===== config.mk =====
export PLATFORM = sky130hd
export DESIGN_NAME = pipe_stage_reg
export DESIGN_NICKNAME = d
export VERILOG_FILES = /design/src/rtl/pipe_pkg.sv /design/src/rtl/pipe_slot.sv /design/src/rtl/pipe_stage_reg.sv
export SDC_FILE = /design/constraint.sdc
export NUM_CORES = 1
export LEC_CHECK = 0
export CORE_UTILIZATION = 55
export CTS_CLUSTER_DIAMETER = 50
export DETAILED_ROUTE_END_ITERATION = 8
export PLACE_DENSITY = 0.86
export SLEW_MARGIN = 5
export SYNTH_ARGS = -nofsm -noshare
export SYNTH_HDL_FRONTEND = slang
export SYNTH_HIERARCHICAL = 1
export SYNTH_SLANG_ARGS = --single-unit

===== constraint.sdc =====
create_clock -name clk -period 4.3 [get_ports clk]
set_input_delay 0.86 -clock clk [delete_from_list [all_inputs] [get_ports clk]]
set_output_delay 0.86 -clock clk [all_outputs]
set_load 0.1 [all_outputs]

===== src/rtl/pipe_pkg.sv =====
// Shared definitions for the pipeline stage registers: core word length and
// the beat-count type reported by each stage.
package pipe_pkg;

    localparam int WORD_LEN = 32;

    typedef logic [1:0] occ_t;

    function automatic occ_t occ_count(input logic a, input logic b);
        return {1'b0, a} + {1'b0, b};
    endfunction

endpackage


===== src/rtl/pipe_slot.sv =====
// One beat-holding register: valid + control + payload. Load wins over clear;
// clearing drops valid and zeroes control but keeps the payload.
module pipe_slot
    import pipe_pkg::*;
#(
    parameter int CTRL_W = 3,
    parameter int DATA_W = 4 * WORD_LEN
) (
    input  logic              clk,
    input  logic              nReset,
    input  logic              load,
    input  logic              clear,
    input  logic [CTRL_W-1:0] ld_ctrl,
    input  logic [DATA_W-1:0] ld_data,
    output logic              valid,
    output logic [CTRL_W-1:0] ctrl,
    output logic [DATA_W-1:0] data
);

    logic              valid_q, valid_d;
    logic [CTRL_W-1:0] ctrl_q,  ctrl_d;
    logic [DATA_W-1:0] data_q,  data_d;

    always_comb begin
        valid_d = valid_q;
        ctrl_d  = ctrl_q;
        data_d  = data_q;
        if (load) begin
            valid_d = 1'b1;
            ctrl_d  = ld_ctrl;
            data_d  = ld_data;
        end else if (clear) begin
            valid_d = 1'b0;
            ctrl_d  = '0;
        end
    end

    always_ff @(posedge clk or negedge nReset) begin
        if (!nReset) begin
            valid_q <= 1'b0;
            ctrl_q  <= '0;
            data_q  <= '0;
        end else begin
            valid_q <= valid_d;
            ctrl_q  <= ctrl_d;
            data_q  <= data_d;
        end
    end

    assign valid = valid_q;
    assign ctrl  = ctrl_q;
    assign data  = data_q;

endmodule


===== src/rtl/pipe_stage_reg.sv =====
// Generic inter-stage register with valid/ready handshake, optional skid slot
// (registered in_ready) and a synchronous flush that squashes every held beat.
module pipe_stage_reg
    import pipe_pkg::*;
#(
    parameter int CTRL_W  = 3,
    parameter int DATA_W  = 4 * WORD_LEN,
    parameter int SKID_EN = 1
) (
    input  logic              clk,
    input  logic              nReset,
    input  logic              flush,
    input  logic              in_valid,
    output logic              in_ready,
    input  logic [CTRL_W-1:0] in_ctrl,
    input  logic [DATA_W-1:0] in_data,
    output logic              out_valid,
    input  logic              out_ready,
    output logic [CTRL_W-1:0] out_ctrl,
    output logic [DATA_W-1:0] out_data,
    output occ_t              occupancy
);

    logic              m_valid, s_valid;
    logic [CTRL_W-1:0] m_ctrl,  s_ctrl;
    logic [DATA_W-1:0] m_data,  s_data;
    logic              acc, pop;
    logic              m_load, m_clear, m_from_skid, s_load, s_clear;

    always_comb begin
        acc         = in_valid & in_ready;
        pop         = m_valid & out_ready;
        m_load      = 1'b0;
        m_clear     = 1'b0;
        m_from_skid = 1'b0;
        s_load      = 1'b0;
        s_clear     = 1'b0;
        if (flush) begin
            // An accepted beat is discarded; a popped one has already left.
            m_clear = 1'b1;
            s_clear = 1'b1;
        end else if (pop) begin
            if (s_valid) begin
                m_load      = 1'b1;
                m_from_skid = 1'b1;
                s_load      = acc;
                s_clear     = !acc;
            end else begin
                m_load  = acc;
                m_clear = !acc;
            end
        end else if (!m_valid) begin
            m_load = acc;
        end else begin
            s_load = acc;
        end
    end

    pipe_slot #(.CTRL_W(CTRL_W), .DATA_W(DATA_W)) u_main (
        .clk     (clk),
        .nReset  (nReset),
        .load    (m_load),
        .clear   (m_clear),
        .ld_ctrl (m_from_skid ? s_ctrl : in_ctrl),
        .ld_data (m_from_skid ? s_data : in_data),
        .valid   (m_valid),
        .ctrl    (m_ctrl),
        .data    (m_data)
    );

    generate
        if (SKID_EN != 0) begin : g_skid
            pipe_slot #(.CTRL_W(CTRL_W), .DATA_W(DATA_W)) u_skid (
                .clk     (clk),
                .nReset  (nReset),
                .load    (s_load),
                .clear   (s_clear),
                .ld_ctrl (in_ctrl),
                .ld_data (in_data),
                .valid   (s_valid),
                .ctrl    (s_ctrl),
                .data    (s_data)
            );
            assign in_ready = !s_valid;
        end else begin : g_noskid
            logic unused_skid_ctl;
            assign unused_skid_ctl = s_load ^ s_clear;
            assign s_valid  = 1'b0;
            assign s_ctrl   = '0;
            assign s_data   = '0;
            assign in_ready = !m_valid | out_ready;
        end
    endgenerate

    assign out_valid = m_valid;
    assign out_ctrl  = m_ctrl;
    assign out_data  = m_data;
    assign occupancy = occ_count(m_valid, s_valid);

endmodule


==> flow_summary.yaml <==
status:
  outcome: "completed"
drt:
  drt_iter0_markers: 191
  dr.pass1.iters: 4
  routed_wl_um: 26110
  routedWlPerCell_um: 20.25
  vias: 6910
  viasPerCell: 5.361
  final_antenna_net_count: 0
  drc: 0
clock_network:
  cts_setup_buffers: 0
  cts-root-buf: "clkbuf_16"
  cts_resized: 0
  clk_latency_ns: 0.54
  cts_tree: "built"
  h-tree-depth: 1
  clk_pin_slew_worst_paths_ns: 0.06
  cts_inserted_buffers: 31
  clock_path_buffers: 3
  cts.sinks: 264
  hold_buffers: 0
power_and_ir_drop:
  ir_drop_uv: 488.9
  leakagePower_uw: 0.007334
  powerDensity_mw_per_mm2: 650.9
  p_total_uw: 10540
cells_and_area:
  fin_nets: 1124
  syn_to_final_growth_pct: 31.13
  fill_cells: 1370
  drive_above_1_share: 0.4484
  utilization: 0.7396
synth:
  ys_seq_area_frac: 0.5351
  avgSynthCellArea_um2: 17.20
  synth_top_cell_area_share: 0.5351
  synth_area_leader_cell: "dfrtp_1"
  yosysWarnings: 6
  syn-num-nets: 855
  syn_area_mm2: 0.01235
  ys_types: 16
  synthCells: 718
  ys_ff_latch: 264
  yosys-top-cells-area: "dfrtp_1 (54%), mux2_4 (27%), mux2_2 (15%)"
setup_path:
  end_kind: "primary output"
  worstPathMaxFanout: 8
  rr_startpoint: "g_skid.u_skid/valid"
  regToRegSetupSlack_ns: 1.95
  required_ns: 3.44
  worstRegToRegCells: 4
  reg2reg_to: "u_main/data[58]"
  path_class: "reg2out"
  worst-endpoint-arrival_ns: 2.43
  cp-start-kind: "flip-flop"
floorplan:
  ios: 271
  die-area_mm2: 0.02305
  rows: 54
  die_x_um: 151.8
  core_area_mm2: 0.02189
  start_util: 0.5640
  fp.dieH_um: 151.8
grt:
  grt_pass1_vias: 7516
  grt_pass1_wl_um: 41970
  grt_max_degree: 127
  grt_usage: 0.2260
  antenna_found_initial: 1
  gr-total-overflow: 0
sta:
  setup_tns_ns: 0
  relSlewSlack: 0.2930
  fin_crit_ns: 3.293
  rsz0062_at_grt: "no"
  maxSlewViolCount: 0
  clock.fmax_mhz: 303.7
  period_share: 0.7659
  finClkSkew_ns: 0.01034
  setup_viol: 0
  tightestPinTransition_ns: 1.057
  finalHoldViolCount: 0
run:
  drv_cap: 0
placement:
  place_congestion: 0.7641
  io_buffers: 270
  hpwlAfterDp_um: 16330
min_path:
  hold_class: "in2async"
==> layout make-up <==
| cell class | count | area, um^2 | area share |
|---|---|---|---|
| flip-flops and latches | 264 | 6606 | 0.4080 |
| repair buffers | 280 | 2870 | 0.1773 |
| clock buffers | 43 | 900.9 | 0.05564 |
| well taps | 280 | 350.3 | 0.02164 |
| multi-input cells | 406 | 5345 | 0.3301 |
| clock inverters | 11 | 100.1 | 0.006182 |
| diodes | 1 | 2.502 | 0.0001546 |
| inverters | 4 | 15.01 | 0.0009274 |
==> through the flow <==
step | worst slack [ns] | instances | hold slack [ns] | instance area (um^2)
6_report | 1.007 | 1289 | 0.3885 | 16190
5_1_grt | 0.9316 | 1289 | 0.4531 | 16190
4_1_cts | 0.9837 | 1288 | 0.4523 | 16190
3_5_place_dp | 1.167 | 1234 | 0.4879 | 15190
3_3_place_gp | 1.241 | 1234 | 0.4775 | 15190
2_1_floorplan | 1.520 | 718 | 0.4590 | 12350
==> cell families (layout without fill, tap and decap cells) <==
kind of cell | Yosys count | after routing | synth area share
AOI/OAI and AO/OA | 11 | 11 | 0.007600
adders and majority gates | 1 | 1 | 0.001013
buffers and inverters | 48 | 338 | 0.03293
DFF | 264 | 264 | 0.5351
muxes | 387 | 387 | 0.4205
other | 0 | 1 | 0
and+or+nand+nor | 7 | 7 | 0.002939
==> critical path, stage by stage, from the launching register on <==
cell             delay (ns)
dfrtp_1                0.47
ha_1                   0.31
clkdlybuf4s50_1        1.12
==> Yosys cell counts <==
cell type and n:
nor2_1 4, a2111oi_0 1, dfrtp_1 264, buf_4 1, inv_1 4, buf_2 16, nand4b_1 1, a22o_1 6
mux2_4 222, ha_1 1, mux2_2 165, a21o_1 2, buf_6 27, a31o_2 2, nor2b_1 1, and3_1 1
==> worst max path at each step <==
| stage | from | endpoint | slack [ns] | depth (start not counted) |
|---|---|---|---|---|
| after floorplan | u_main/valid | occupancy[1] | 1.52 | 1 |
| after global placement | in_valid | u_main/data[58] | 1.24 | 5 |
| after detailed placement | out_ready | u_main/data[58] | 1.17 | 5 |
| after CTS | g_skid.u_skid/valid | occupancy[0] | 0.98 | 2 |
| after global routing | g_skid.u_skid/valid | occupancy[0] | 0.93 | 2 |
| final | g_skid.u_skid/valid | occupancy[0] | 1.01 | 2 |
==> where the power goes <==
part,internal [uW],switching (uW),total [uW]
clock,1510,996,2510
combinational,1500,2880,4380
sequential,3230,422,3650
==> cells in the final DEF (no fill, tap or decap), types with 2 or more instances in the layout <==
cell / netlist / routed
buf_12: 0 / 7
clkbuf_16: 0 / 31
buf_4: 1 / 3
clkbuf_1: 0 / 4
inv_1: 4 / 4
clkinvlp_4: 0 / 2
dfrtp_1: 264 / 264
clkdlybuf4s50_1: 0 / 269
clkinv_2: 0 / 4
a22o_1: 6 / 6
a31o_2: 2 / 2
a21o_1: 2 / 2
nor2_1: 4 / 4
mux2_4: 222 / 222
clkinv_4: 0 / 3
clkbuf_8: 0 / 8
mux2_2: 165 / 165
==> state kept, by name (all words and copies together) (netlist names) <==
| signal | flops |
|---|---|
| g_skid.u_skid/ctrl | 3 |
| g_skid.u_skid/data | 128 |
| g_skid.u_skid/valid | 1 |
| u_main/ctrl | 3 |
| u_main/data | 128 |
| u_main/valid | 1 |
==> metal layers <==
layer  up-vias  GRT usage  part of all wire
li1       3121          -                 -
met1      3518     0.2969              0.42
met2       233     0.3652              0.48
met3        38    0.06931             0.077
met4         0    0.05857             0.022
met5         -          0                 0
Power figures use the tool's default switching activity.
